## src/rtl/wave_gen.sv

```systemverilog
// wave_gen: triangle / saw-up / saw-down / square generator with a prescaled phase stepper.
// Defining WAVE_GEN_DUTY_EN adds the duty port; square then goes high while phase < duty.
module wave_gen #(
    parameter int WIDTH     = 8,
    parameter int DIV_WIDTH = 8
) (
    input  logic                 clk,
    input  logic                 rst,
    input  logic                 en,
    input  logic                 sync,
    input  logic [1:0]           mode,
    input  logic [DIV_WIDTH-1:0] invslope,
    input  logic [WIDTH-1:0]     peak,
`ifdef WAVE_GEN_DUTY_EN
    input  logic [WIDTH-1:0]     duty,
`endif
    output logic [WIDTH-1:0]     out,
    output logic                 dir,
    output logic                 cyc
);
    localparam logic [1:0]           MODE_TRI = 2'b00;
    localparam logic [1:0]           MODE_UP  = 2'b01;
    localparam logic [1:0]           MODE_DN  = 2'b10;
    localparam logic [WIDTH-1:0]     ONE      = WIDTH'(1);
    localparam logic [DIV_WIDTH-1:0] DIV_ONE  = DIV_WIDTH'(1);

    logic [DIV_WIDTH-1:0] div_q, div_d;
    logic [WIDTH-1:0]     phase_q, phase_d, out_q, out_d;
    logic                 dir_q, dir_d, cyc_q, cyc_d, tick, sq_hi;

    always_comb begin
        tick    = en && (div_q == invslope);
        div_d   = div_q;
        phase_d = phase_q;
        dir_d   = dir_q;
        cyc_d   = 1'b0;
        if (en)
            div_d = tick ? '0 : div_q + DIV_ONE;
        if (tick) begin
            // A zero peak pins the phase and suppresses period pulses in every mode.
            if (peak == '0) begin
                phase_d = '0;
                dir_d   = 1'b1;
            end else if (mode == MODE_TRI) begin
                if (phase_q > peak) begin
                    phase_d = peak;
                    dir_d   = 1'b0;
                end else if (dir_q && phase_q == peak) begin
                    phase_d = peak - ONE;
                    dir_d   = 1'b0;
                end else if (!dir_q && phase_q == '0) begin
                    phase_d = ONE;
                    dir_d   = 1'b1;
                end else begin
                    phase_d = dir_q ? phase_q + ONE : phase_q - ONE;
                end
                cyc_d = (phase_q == ONE) && (phase_d == '0);
            end else begin
                dir_d   = 1'b1;
                phase_d = (phase_q >= peak) ? '0 : phase_q + ONE;
                cyc_d   = (phase_q == peak);
            end
        end
        if (sync) begin
            div_d   = '0;
            phase_d = '0;
            dir_d   = 1'b1;
            cyc_d   = 1'b0;
        end
`ifdef WAVE_GEN_DUTY_EN
        sq_hi = phase_q < duty;
`else
        sq_hi = phase_q <= (peak >> 1);
`endif
        out_d = (mode == MODE_TRI || mode == MODE_UP) ? phase_q :
                (mode == MODE_DN) ? peak - phase_q :
                sq_hi ? peak : '0;
    end

    always_ff @(posedge clk or negedge rst) begin
        if (!rst) begin
            div_q   <= '0;
            phase_q <= '0;
            dir_q   <= 1'b1;
            cyc_q   <= 1'b0;
            out_q   <= '0;
        end else begin
            div_q   <= div_d;
            phase_q <= phase_d;
            dir_q   <= dir_d;
            cyc_q   <= cyc_d;
            out_q   <= out_d;
        end
    end

    assign out = out_q;
    assign dir = dir_q;
    assign cyc = cyc_q;
endmodule

```

## config.mk

```make
export PLATFORM = sky130hd
export DESIGN_NAME = wave_gen
export DESIGN_NICKNAME = d
export VERILOG_FILES = /design/src/rtl/wave_gen.sv
export SDC_FILE = /design/constraint.sdc
export NUM_CORES = 1
export LEC_CHECK = 0
export BUFFER_PORTS_ARGS = -buffer_cell sky130_fd_sc_hd__buf_2
export CELL_PAD_IN_SITES_DETAIL_PLACEMENT = 0
export CELL_PAD_IN_SITES_GLOBAL_PLACEMENT = 1
export CORE_MARGIN = 8
export CORE_UTILIZATION = 35
export CTS_BUF_LIST = sky130_fd_sc_hd__clkbuf_8
export CTS_CLUSTER_SIZE = 16
export DETAILED_ROUTE_END_ITERATION = 12
export PLACE_DENSITY = 0.76
export SLEW_MARGIN = 20
export SYNTH_ARGS = -nofsm -noshare
export SYNTH_HDL_FRONTEND = slang
export SYNTH_SLANG_ARGS = --single-unit
```

## constraint.sdc

```tcl
create_clock -name clk -period 5.35 [get_ports clk]
set_clock_uncertainty 0.15 [all_clocks]
set_input_delay 0.535 -clock clk [delete_from_list [all_inputs] [get_ports clk]]
set_output_delay 0.535 -clock clk [all_outputs]
set_load 0.1 [all_outputs]
```

==> run_summary.xml, run 1 <==
<?xml version="1.0" encoding="UTF-8"?>
<metrics>
  <group name="timing">
    <metric name="final_max_slew_viol_count" unit="">0</metric>
    <metric name="post-route-period-util" unit="">0.6997</metric>
    <metric name="finalSetupViolCount" unit="">0</metric>
    <metric name="tns" unit="ps">0</metric>
    <metric name="fmax" unit="GHz">0.2671</metric>
    <metric name="timing_worst_slew_pin_value" unit="ps">1052</metric>
    <metric name="min_period" unit="ps">3744</metric>
    <metric name="timing.final.ws_setup" unit="ps">1606</metric>
    <metric name="hold_slack" unit="ps">112.7</metric>
    <metric name="final_hold_viol_count" unit="">0</metric>
    <metric name="timing.max_slew.rel_slack" unit="">0.2932</metric>
    <metric name="rsz0062_at_grt" unit="">false</metric>
  </group>
  <group name="floorplan">
    <metric name="io-pin-count" unit="">32</metric>
    <metric name="core.rowCount" unit="">31</metric>
    <metric name="die_w" unit="um">101.1</metric>
    <metric name="floorplan.initialDensity" unit="">0.3554</metric>
    <metric name="dieArea" unit="mm2">0.01023</metric>
    <metric name="core-area" unit="mm2">0.007137</metric>
    <metric name="die_height" unit="um">101.1</metric>
  </group>
  <group name="drt">
    <metric name="detail-route-antenna-nets" unit="">0</metric>
    <metric name="drtPass1Iterations" unit="">5</metric>
    <metric name="route.detailed.drc" unit="">0</metric>
    <metric name="wirelength" unit="um">7565</metric>
    <metric name="number_of_drc_markers_in_iteration_0" unit="">216</metric>
    <metric name="routed_wire_length_per_instance" unit="um">17.47</metric>
    <metric name="via_per_inst" unit="">5.769</metric>
    <metric name="num_vias" unit="">2498</metric>
  </group>
  <group name="global_routing">
    <metric name="largest_net_degree_at_the_start_of_global_routing" unit="">27</metric>
    <metric name="wire_length_of_the_first_global_routing_pass" unit="um">11960</metric>
    <metric name="vias_in_the_first_global_route" unit="">2263</metric>
    <metric name="grt.met3_usage" unit="">0.01174</metric>
    <metric name="layer_with_the_highest_usage_after_global_routing" unit="">met2</metric>
    <metric name="use_met2" unit="">0.2308</metric>
    <metric name="grt.met1_usage" unit="">0.2043</metric>
    <metric name="global_route.usage.total" unit="">0.1464</metric>
    <metric name="antenna_violations_before_repair" unit="">0</metric>
    <metric name="grt_remaining_overflow" unit="">0</metric>
  </group>
  <group name="hold_path">
    <metric name="holdCritPathClass" unit="">in2async</metric>
  </group>
  <group name="worst_setup_path">
    <metric name="r2r_end" unit="">cyc</metric>
    <metric name="startpoint_type" unit="">flop</metric>
    <metric name="reg2reg_setup_slack" unit="ps">1610</metric>
    <metric name="critPathMaxFanout" unit="">11</metric>
    <metric name="critPathSlowestCell" unit="">nor3_1</metric>
    <metric name="cp-endpoint" unit="">cyc</metric>
    <metric name="regToRegStartpoint" unit="">phase_q[5]</metric>
    <metric name="cp_bufs_invs" unit="">1</metric>
    <metric name="endpoint_type_of_the_worst_setup_path" unit="">flop</metric>
    <metric name="timing.critical_path.from" unit="">phase_q[5]</metric>
    <metric name="worstRegToRegCells" unit="">10</metric>
    <metric name="path_class" unit="">reg2reg</metric>
    <metric name="timing.critical_path.required" unit="ps">5410</metric>
    <metric name="cp.depth" unit="">10</metric>
    <metric name="critical-path-max-stage-delay" unit="ps">840</metric>
    <metric name="crit_chain" unit="">inv_1 -&gt; ha_1 -&gt; and4_1 -&gt; o211a_1 -&gt; nor3_1 -&gt; a221o_1 -&gt; o21ai_1 -&gt; nor4_2 -&gt; or3b_1 -&gt; a21oi_1</metric>
    <metric name="worst-endpoint-arrival" unit="ps">3800</metric>
    <metric name="crit_family" unit="">simple AND/OR/NAND/NOR gates</metric>
  </group>
  <group name="place">
    <metric name="final_hpwl_from_detailed_placement" unit="um">5827</metric>
    <metric name="placement.setup.worst_slack" unit="ps">1702</metric>
    <metric name="io_buffers" unit="">31</metric>
    <metric name="gp_congestion" unit="">0.8937</metric>
  </group>
  <group name="flow_run">
    <metric name="drv.max_cap_violation_count" unit="">0</metric>
  </group>
  <group name="yosys">
    <metric name="synth_warnings" unit="">0</metric>
    <metric name="ys_seq_elements" unit="">26</metric>
    <metric name="post_synth_main_area_contributors" unit="">dfrtp_1 25%, ha_1 11%, a21oi_1 5.5%</metric>
    <metric name="post_synth_instance_area" unit="mm2">0.002536</metric>
    <metric name="synth_area_leader_cell" unit="">dfrtp_1</metric>
    <metric name="postSynthNetCount" unit="">356</metric>
    <metric name="postSynth.asyncResetShare" unit="">1.000</metric>
    <metric name="yosysTopAreaCellShare" unit="">0.2467</metric>
    <metric name="synth_ff_type" unit="">dfrtp_1</metric>
    <metric name="post_synthesis_area_per_instance" unit="um2">8.155</metric>
    <metric name="synth_edf_count" unit="">0</metric>
    <metric name="synthCells" unit="">311</metric>
    <metric name="ys_types" unit="">57</metric>
    <metric name="synth-seq-area-share" unit="">0.2570</metric>
  </group>
  <group name="clock_tree">
    <metric name="clock_tree.root_cell" unit="">clkbuf_8</metric>
    <metric name="h-tree-depth" unit="">1</metric>
    <metric name="buffers_from_clock_root_to_sink_at_most" unit="">2</metric>
    <metric name="ctsResizeCount" unit="">0</metric>
    <metric name="cts.sink_count" unit="">26</metric>
    <metric name="cts.repair_timing.setup_buffer_count" unit="">0</metric>
    <metric name="clk_pin_slew" unit="ps">100</metric>
    <metric name="tritoncts" unit="">yes</metric>
    <metric name="tritoncts.num_buffers" unit="">3</metric>
    <metric name="cts_hold_repair.buffers" unit="">0</metric>
    <metric name="clk-insertion-delay-late" unit="ps">280</metric>
  </group>
  <group name="finish">
    <metric name="fillCellCount" unit="">759</metric>
    <metric name="antenna-diode-count" unit="">0</metric>
    <metric name="flow.area_growth_from_synthesis" unit="%">11.79</metric>
    <metric name="num-nets-final" unit="">380</metric>
    <metric name="layout-drive-gt1-share" unit="">0.1407</metric>
  </group>
  <group name="power">
    <metric name="share_comb_of_total_power" unit="">0.305</metric>
    <metric name="irDropWorstVdd" unit="V">0.00007942</metric>
    <metric name="power_report.internal_total" unit="W">0.0003534</metric>
    <metric name="power.share.switching" unit="">0.3491</metric>
    <metric name="cellLeakagePower" unit="nW">1.203</metric>
    <metric name="power.switching" unit="W">0.0001895</metric>
    <metric name="clock_power_share" unit="">0.309</metric>
    <metric name="seq_power_share" unit="">0.385</metric>
    <metric name="powerDensity" unit="mW/mm2">191.5</metric>
  </group>
  <group name="run_status">
    <metric name="status" unit="">finished, final reports clean</metric>
  </group>
</metrics>
-- power by group through the flow --
| stage | Combinational, W | Clock (W) | Sequential, W |
|---|---|---|---|
| 6_report | 0.000166 | 0.000168 | 0.000209 |
| 5_1_grt | 0.000178 | 0.000177 | 0.000210 |
| 4_1_cts | 0.000165 | 0.000171 | 0.000209 |
| 3_5_place_dp | 0.000164 | 0 | 0.000213 |
| 3_3_place_gp | 0.000165 | 0 | 0.000213 |
| 2_1_floorplan | 0.0000805 | 0 | 0.000250 |
-- worst register-to-register path: cells and delay by family, from the launching register on --
| family | cells | cell delay (ps) |
|---|---|---|
| compound gates | 4 | 600 |
| fa+ha+maj | 1 | 370 |
| buf+inv | 1 | 160 |
| flops | 1 | 620 |
| simple gates | 4 | 1750 |
-- area by class of cell --
cell class                 instances  area, um2  area share
clock inverter                     1      30.03     0.01059
sequential                        26      651.9      0.2299
timing repair buffer              32      162.7     0.05737
tap                               99      123.9     0.04369
clock buffer                       3      41.29     0.01456
inverter                          18      67.56     0.02383
multi-input combinational        254       1758      0.6200
-- Yosys cell counts (4+ instances only) --
| cell | number |
|---|---|
| inv_1 | 18 |
| a21oi_1 | 28 |
| xor2_1 | 14 |
| nor2_1 | 27 |
| and3_1 | 4 |
| nand3_1 | 11 |
| o21ai_1 | 7 |
| ha_1 | 22 |
| a22oi_1 | 11 |
| o22ai_1 | 6 |
| nor2b_1 | 6 |
| nor4_1 | 6 |
| clkbuf_1 | 9 |
| o21ai_0 | 15 |
| a31oi_1 | 5 |
| xnor2_1 | 12 |
| nor3_1 | 10 |
| nand4_1 | 5 |
| o21a_1 | 4 |
| nand2_1 | 12 |
| nand2b_1 | 5 |
| dfrtp_1 | 25 |
-- worst min-delay path by stage --
stage | start | endpoint
2_1_floorplan | rst | cyc
3_3_place_gp | div_q[7] | div_q[7]
3_5_place_dp | div_q[7] | div_q[7]
4_1_cts | rst | cyc
5_1_grt | rst | cyc
6_report | rst | cyc
-- kinds of logic after synthesis --
family,Yosys count,share of synthesized area
simple gates,105,0.2284
mux,1,0.003947
flops,26,0.2570
xor+xnor,26,0.08979
compound gates,99,0.2546
buf+inv,31,0.04982
fa+ha+maj,23,0.1164
-- state kept, by name, indices dropped and copies added (netlist names) --
signal	count
cyc	1
div_q	8
out	8
dir	1
phase_q	8
-- metal layers --
metal / wire length, um / part of all wire
met1: 3513 / 0.46
met2: 3511 / 0.46
met3: 392 / 0.052
met4: 148 / 0.020
met5: 0 / 0
-- cells in the final DEF, fill, tap and decap left out, types with 7 or more instances in the layout --
master,n
buf_2,31
a21oi_1,28
nor2_1,27
dfrtp_1,25
ha_1,22
inv_1,18
o21ai_0,15
xor2_1,14
xnor2_1,12
nand2_1,12
a22oi_1,11
nand3_1,11
nor3_1,10
o21ai_1,7
-- stage by stage --
step / cells / power [W] / instance area (um2) / util
2_1_floorplan: 311 / 0.0003309 / 2536 / -
3_3_place_gp: 429 / 0.0003783 / 2764 / 0.3873
3_5_place_dp: 429 / 0.0003767 / 2764 / 0.3873
4_1_cts: 433 / 0.0005450 / 2835 / 0.3973
5_1_grt: 433 / 0.0005652 / 2835 / 0.3973
6_report: 433 / 0.0005429 / 2835 / 0.3973
No activity file was read; power rests on OpenSTA's default activity.
==> run 2: changes to the inputs <==
==> constraint.sdc (replaced) <==
create_clock -name clk -period 3.5 [get_ports clk]
set_clock_uncertainty 0.15 [all_clocks]
set_input_delay 0.35 -clock clk [delete_from_list [all_inputs] [get_ports clk]]
set_output_delay 0.35 -clock clk [all_outputs]
set_load 0.1 [all_outputs]
==> run 2 against run 1 <==
Net effect:
- die area did not move
- critical path depth decreased by 1
- hold slack gained 48 ps
- power up 57%
- sequential cell count stayed put
- sequential power is 53% higher
- sequential share of layout area shrank 1.5 points
- combinational power rose by 62%
- core utilization is 2.8 points higher
- clock power increased by 57%
- clock-buffer cell count did not move
- via count up 2.3%
==> run_summary.xml, run 2 (synthesized netlist as in run 1, its figures left out) <==
<?xml version="1.0" encoding="UTF-8"?>
<metrics>
  <group name="run_status">
    <metric name="status" unit="">finished, final reports clean</metric>
  </group>
  <group name="floorplan">
    <metric name="core.rowCount" unit="">31</metric>
    <metric name="core-area" unit="mm2">0.007137</metric>
    <metric name="die_height" unit="um">101.1</metric>
    <metric name="die_w" unit="um">101.1</metric>
    <metric name="dieArea" unit="mm2">0.01023</metric>
    <metric name="io-pin-count" unit="">32</metric>
    <metric name="floorplan.initialDensity" unit="">0.3554</metric>
  </group>
  <group name="drt">
    <metric name="number_of_drc_markers_in_iteration_0" unit="">228</metric>
    <metric name="num_vias" unit="">2556</metric>
    <metric name="drtPass1Iterations" unit="">5</metric>
    <metric name="detail-route-antenna-nets" unit="">0</metric>
    <metric name="wirelength" unit="um">7907</metric>
    <metric name="routed_wire_length_per_instance" unit="um">17.23</metric>
    <metric name="via_per_inst" unit="">5.569</metric>
    <metric name="route.detailed.drc" unit="">0</metric>
  </group>
  <group name="clock_tree">
    <metric name="h-tree-depth" unit="">1</metric>
    <metric name="tritoncts.num_buffers" unit="">3</metric>
    <metric name="clk_pin_slew" unit="ps">100</metric>
    <metric name="buffers_from_clock_root_to_sink_at_most" unit="">2</metric>
    <metric name="tritoncts" unit="">yes</metric>
    <metric name="clk-insertion-delay-late" unit="ps">280</metric>
    <metric name="cts.sink_count" unit="">26</metric>
    <metric name="clock_tree.root_cell" unit="">clkbuf_8</metric>
  </group>
  <group name="timing">
    <metric name="post-route-period-util" unit="">0.9061</metric>
    <metric name="fmax" unit="GHz">0.3153</metric>
    <metric name="rsz0062_at_grt" unit="">false</metric>
    <metric name="timing.max_slew.rel_slack" unit="">0.5858</metric>
    <metric name="tns" unit="ps">0</metric>
    <metric name="timing_worst_slew_pin_value" unit="ps">618.0</metric>
    <metric name="finalSetupViolCount" unit="">0</metric>
    <metric name="min_period" unit="ps">3171</metric>
    <metric name="final_hold_viol_count" unit="">0</metric>
    <metric name="final_max_slew_viol_count" unit="">0</metric>
  </group>
  <group name="place">
    <metric name="place_area" unit="mm2">0.002952</metric>
    <metric name="final_hpwl_from_detailed_placement" unit="um">6289</metric>
    <metric name="gp_congestion" unit="">0.9007</metric>
    <metric name="io_buffers" unit="">31</metric>
  </group>
  <group name="finish">
    <metric name="most_used_cells_in_the_layout_excluding_fill_and_tap_cells" unit="">31 x buf_2, 28 x a21oi_1, 27 x nor2_1, 26 x buf_4, 25 x dfrtp_1</metric>
    <metric name="num-nets-final" unit="">406</metric>
    <metric name="layout-drive-gt1-share" unit="">0.2028</metric>
    <metric name="postLayoutCellArea" unit="mm2">0.003038</metric>
    <metric name="leading_cell_type_in_the_layout_fill_and_taps_excluded" unit="">buf_2</metric>
    <metric name="antenna-diode-count" unit="">0</metric>
    <metric name="flow.area_growth_from_synthesis" unit="%">19.78</metric>
    <metric name="fillCellCount" unit="">748</metric>
  </group>
  <group name="worst_setup_path">
    <metric name="endpoint_type_of_the_worst_setup_path" unit="">flop</metric>
    <metric name="startpoint_type" unit="">flop</metric>
    <metric name="path_class" unit="">reg2reg</metric>
    <metric name="worst-endpoint-arrival" unit="ps">3230</metric>
    <metric name="timing.critical_path.required" unit="ps">3560</metric>
    <metric name="critPathMaxFanout" unit="">9</metric>
  </group>
  <group name="hold_path">
    <metric name="holdCritPathClass" unit="">in2reg</metric>
  </group>
  <group name="global_routing">
    <metric name="global_route.usage.total" unit="">0.1595</metric>
    <metric name="antenna_violations_before_repair" unit="">0</metric>
    <metric name="wire_length_of_the_first_global_routing_pass" unit="um">12940</metric>
    <metric name="largest_net_degree_at_the_start_of_global_routing" unit="">27</metric>
    <metric name="vias_in_the_first_global_route" unit="">2524</metric>
    <metric name="grt_remaining_overflow" unit="">0</metric>
  </group>
  <group name="power">
    <metric name="irDropWorstVdd" unit="V">0.0001169</metric>
    <metric name="cellLeakagePower" unit="nW">1.335</metric>
    <metric name="powerDensity" unit="mW/mm2">280.8</metric>
  </group>
  <group name="flow_run">
    <metric name="drv.max_cap_violation_count" unit="">0</metric>
  </group>
</metrics>
## run 2: cell count changes in the layout (fill, tap and decap cells not counted)
cell           before  now
buf_4               1   26
dlygate4sd3_1       0    1
nor3_1             10    9
nor3_2              0    1
## run 2: timing repair
item | in CTS | in global routing
buffers inserted | 0 | 0
hold endpoints to repair | 25 | 0
setup endpoints to repair | 0 | 1
hold buffers | 1 | 0
resized for setup | 0 | 1
## run 2: worst max-delay path, stage by stage (launching register included)
cell      delay [ps]
dfrtp_1          390
buf_4            180
or4_4            580
nor4_4           420
a211oi_2         110
a211oi_2         290
o211ai_1         150
nor4_2           320
or3b_1           370
a21oi_1          130
## run 2: routing by layer
layer	vias to the layer above	share of wire	track usage	wire length, um
met2	94	0.47	0.2530	3680
met5	-	0	0	0
met1	1198	0.45	0.2134	3575
met3	18	0.053	0.01865	420
met4	0	0.029	0.06529	231
li1	1246	-	-	-
## run 2: worst paths after layout
| kind | from | to | slack, ps | cells past startpoint |
|---|---|---|---|---|
| max | phase_q[3] | cyc | 330 | 9 |
| min | sync | div_q[0] | 160 | 2 |
| max reg2reg | phase_q[3] | cyc | 330 | 9 |
| min reg2reg | div_q[7] | div_q[7] | 420 | 2 |
| max in group asynchronous | rst | phase_q[3] | 2350 | 2 |
| min in group asynchronous | rst | out[0] | 440 | 2 |
## run 2: report_power, final
part / switching (W) / internal [W]
clock: 0.000111 / 0.000153
sequential: 0.00000899 / 0.000311
combinational: 0.000180 / 0.0000892
## run 2: layout make-up
cell class | count | area [um2] | area share
multi-input cells | 254 | 1763 | 0.5803
clock buffers | 3 | 41.29 | 0.01359
well taps | 99 | 123.9 | 0.04077
clock inverters | 1 | 30.03 | 0.009885
repair buffers | 58 | 360.3 | 0.1186
flip-flops and latches | 26 | 651.9 | 0.2146
inverters | 18 | 67.56 | 0.02224
## run 2: stage by stage
stage / setup WS, ps / std cells / total power (W) / util / hold WS [ps]
2_1_floorplan: 258.2 / 311 / 0.0005057 / - / -95.59
3_3_place_gp: 211.0 / 454 / 0.0005918 / 0.4136 / 257.2
3_5_place_dp: 178.9 / 454 / 0.0005904 / 0.4136 / 265.4
4_1_cts: 146.4 / 459 / 0.0008544 / 0.4250 / 163.6
5_1_grt: 144.3 / 459 / 0.0008920 / 0.4257 / 162.0
6_report: 328.8 / 459 / 0.0008531 / 0.4257 / 160.3
==> run 3: changes to the inputs <==
==> constraint.sdc (replaced) <==
create_clock -name clk -period 3.5 [get_ports clk]
set_clock_uncertainty 0.15 [all_clocks]
set_input_delay 0.175 -clock clk [delete_from_list [all_inputs] [get_ports clk]]
set_output_delay 0.175 -clock clk [all_outputs]
set_load 0.1 [all_outputs]
==> run 3 against run 2 <==
Net effect:
- core utilization fell by 1.0 points
- clock-buffer cell count unchanged
- register-to-register slack lost 40 ps
- combinational power down 2%
- maximum frequency fell by 1.2%
- hold slack got worse by 91 ps
- first-iteration DRC count down 39%
- worst setup slack got worse by 39 ps
==> run_summary.xml, run 3 (synthesized netlist as in run 1, its figures left out) <==
<?xml version="1.0" encoding="UTF-8"?>
<metrics>
  <group name="global_routing">
    <metric name="vias_in_the_first_global_route" unit="">2452</metric>
    <metric name="grt_remaining_overflow" unit="">0</metric>
    <metric name="global_route.usage.total" unit="">0.1609</metric>
    <metric name="antenna_violations_before_repair" unit="">0</metric>
    <metric name="largest_net_degree_at_the_start_of_global_routing" unit="">27</metric>
    <metric name="wire_length_of_the_first_global_routing_pass" unit="um">12980</metric>
  </group>
  <group name="drt">
    <metric name="drtPass1Iterations" unit="">6</metric>
    <metric name="via_per_inst" unit="">5.708</metric>
    <metric name="route.detailed.drc" unit="">0</metric>
    <metric name="number_of_drc_markers_in_iteration_0" unit="">140</metric>
    <metric name="num_vias" unit="">2563</metric>
    <metric name="routed_wire_length_per_instance" unit="um">18.49</metric>
    <metric name="wirelength" unit="um">8301</metric>
    <metric name="detail-route-antenna-nets" unit="">0</metric>
  </group>
  <group name="finish">
    <metric name="leading_cell_type_in_the_layout_fill_and_taps_excluded" unit="">buf_2</metric>
    <metric name="fillCellCount" unit="">786</metric>
    <metric name="most_used_cells_in_the_layout_excluding_fill_and_tap_cells" unit="">31 x buf_2, 28 x a21oi_1, 27 x nor2_1, 25 x dfrtp_1, 22 x ha_1</metric>
    <metric name="num-nets-final" unit="">396</metric>
    <metric name="flow.area_growth_from_synthesis" unit="%">16.92</metric>
    <metric name="layout-drive-gt1-share" unit="">0.1771</metric>
    <metric name="antenna-diode-count" unit="">0</metric>
    <metric name="postLayoutCellArea" unit="mm2">0.002965</metric>
  </group>
  <group name="timing">
    <metric name="post-route-period-util" unit="">0.9172</metric>
    <metric name="timing.final.ws_setup" unit="ps">289.8</metric>
    <metric name="timing.max_slew.rel_slack" unit="">0.5377</metric>
    <metric name="final_hold_viol_count" unit="">0</metric>
    <metric name="fmax" unit="GHz">0.3115</metric>
    <metric name="min_period" unit="ps">3210</metric>
    <metric name="tns" unit="ps">0</metric>
    <metric name="timing_worst_slew_pin_value" unit="ps">691.0</metric>
    <metric name="final_max_slew_viol_count" unit="">0</metric>
    <metric name="finalSetupViolCount" unit="">0</metric>
    <metric name="rsz0062_at_grt" unit="">false</metric>
    <metric name="hold_slack" unit="ps">69.18</metric>
  </group>
  <group name="worst_setup_path">
    <metric name="r2r_end" unit="">cyc</metric>
    <metric name="critPathMaxFanout" unit="">9</metric>
    <metric name="startpoint_type" unit="">flop</metric>
    <metric name="path_class" unit="">reg2reg</metric>
    <metric name="worst-endpoint-arrival" unit="ps">3270</metric>
    <metric name="crit_path_frequent_cell" unit="">a211oi_2</metric>
    <metric name="critical-path-max-stage-delay" unit="ps">580</metric>
    <metric name="endpoint_type_of_the_worst_setup_path" unit="">flop</metric>
    <metric name="worstRegToRegCells" unit="">9</metric>
    <metric name="cp_bufs_invs" unit="">1</metric>
    <metric name="crit_chain" unit="">buf_4 -&gt; or4_4 -&gt; nor4_4 -&gt; a211oi_2 -&gt; a211oi_2 -&gt; o211ai_1 -&gt; nor4_2 -&gt; or3b_1 -&gt; a21oi_1</metric>
    <metric name="reg2reg_setup_slack" unit="ps">290</metric>
    <metric name="timing.critical_path.required" unit="ps">3560</metric>
    <metric name="regToRegStartpoint" unit="">phase_q[3]</metric>
    <metric name="critPathSlowestCell" unit="">or4_4</metric>
    <metric name="crit_family" unit="">simple AND/OR/NAND/NOR gates</metric>
  </group>
  <group name="clock_tree">
    <metric name="clk-insertion-delay-late" unit="ps">280</metric>
    <metric name="clk_pin_slew" unit="ps">110</metric>
    <metric name="tritoncts.num_buffers" unit="">3</metric>
    <metric name="h-tree-depth" unit="">1</metric>
    <metric name="buffers_from_clock_root_to_sink_at_most" unit="">2</metric>
    <metric name="clock_tree.root_cell" unit="">clkbuf_8</metric>
    <metric name="cts.sink_count" unit="">26</metric>
    <metric name="tritoncts" unit="">yes</metric>
  </group>
  <group name="run_status">
    <metric name="status" unit="">finished, final reports clean</metric>
  </group>
  <group name="hold_path">
    <metric name="hold_path_depth" unit="">3</metric>
    <metric name="holdCritPathClass" unit="">in2reg</metric>
    <metric name="hold_path_end" unit="">div_q[1]</metric>
    <metric name="timing.hold.worst.start" unit="">en</metric>
  </group>
  <group name="place">
    <metric name="final_hpwl_from_detailed_placement" unit="um">6450</metric>
    <metric name="gp_congestion" unit="">0.9473</metric>
    <metric name="place_area" unit="mm2">0.002869</metric>
    <metric name="io_buffers" unit="">31</metric>
    <metric name="placement.setup.worst_slack" unit="ps">157.0</metric>
  </group>
  <group name="power">
    <metric name="irDropWorstVdd" unit="V">0.0001214</metric>
    <metric name="powerDensity" unit="mW/mm2">286.6</metric>
    <metric name="cellLeakagePower" unit="nW">1.287</metric>
  </group>
  <group name="floorplan">
    <metric name="die_w" unit="um">101.1</metric>
    <metric name="core-area" unit="mm2">0.007137</metric>
    <metric name="io-pin-count" unit="">32</metric>
    <metric name="floorplan.initialDensity" unit="">0.3554</metric>
    <metric name="core.rowCount" unit="">31</metric>
    <metric name="die_height" unit="um">101.1</metric>
    <metric name="dieArea" unit="mm2">0.01023</metric>
  </group>
  <group name="flow_run">
    <metric name="drv.max_cap_violation_count" unit="">0</metric>
  </group>
</metrics>
[run 3: routing by layer]
metal / part of all wire / track usage / vias to the layer above
li1: - / - / 1227
met1: 0.44 / 0.2138 / 1217
met2: 0.47 / 0.2677 / 99
met3: 0.059 / 0.007597 / 20
met4: 0.031 / 0.06071 / 0
met5: 0 / 0 / -
[run 3: worst max path at each step]
stage,startpoint,end,cells past startpoint,slack (ps)
after detailed placement,phase_q[2],cyc,9,160
after global routing,phase_q[2],cyc,10,170
after global placement,phase_q[2],cyc,9,240
after floorplan,phase_q[6],cyc,13,260
final,phase_q[3],cyc,9,290
after CTS,phase_q[2],cyc,9,120
[run 3: report_power, final]
group	total, W	switching, W	internal (W)
registers	0.000320	0.00000962	0.000311
logic	0.000264	0.000182	0.0000816
clock network	0.000266	0.000113	0.000153
total	0.000850	0.000304	0.000546
[run 3: tightest hold or removal path, cell delays in order]
cell and delay (ps):
buf_2 130, nand3b_1 80, a21oi_1 70
[run 3: area by class of cell]
type                       instances  area (um2)  share of cell area
clock buffer                       3       41.29             0.01392
clock inverter                     1       30.03             0.01013
inverter                          18       67.56             0.02278
multi-input combinational        254        1763              0.5945
sequential                        26       651.9              0.2198
tap                               99       123.9             0.04177
timing repair buffer              48       287.8             0.09705
[run 3: through the flow]
step	util	total power [W]	std cells
floorplan	-	0.0005057	311
global placement	0.4020	0.0005822	443
detailed placement	0.4020	0.0005826	443
CTS	0.4148	0.0008507	449
global route	0.4155	0.0008843	449
finish	0.4155	0.0008499	449
[run 3: timing repair]
item | in CTS | in global routing
setup endpoints to repair | 0 | 1
hold endpoints to repair | 26 | 0
resized for setup | 0 | 1
hold buffers | 2 | 0
buffers inserted | 0 | 0
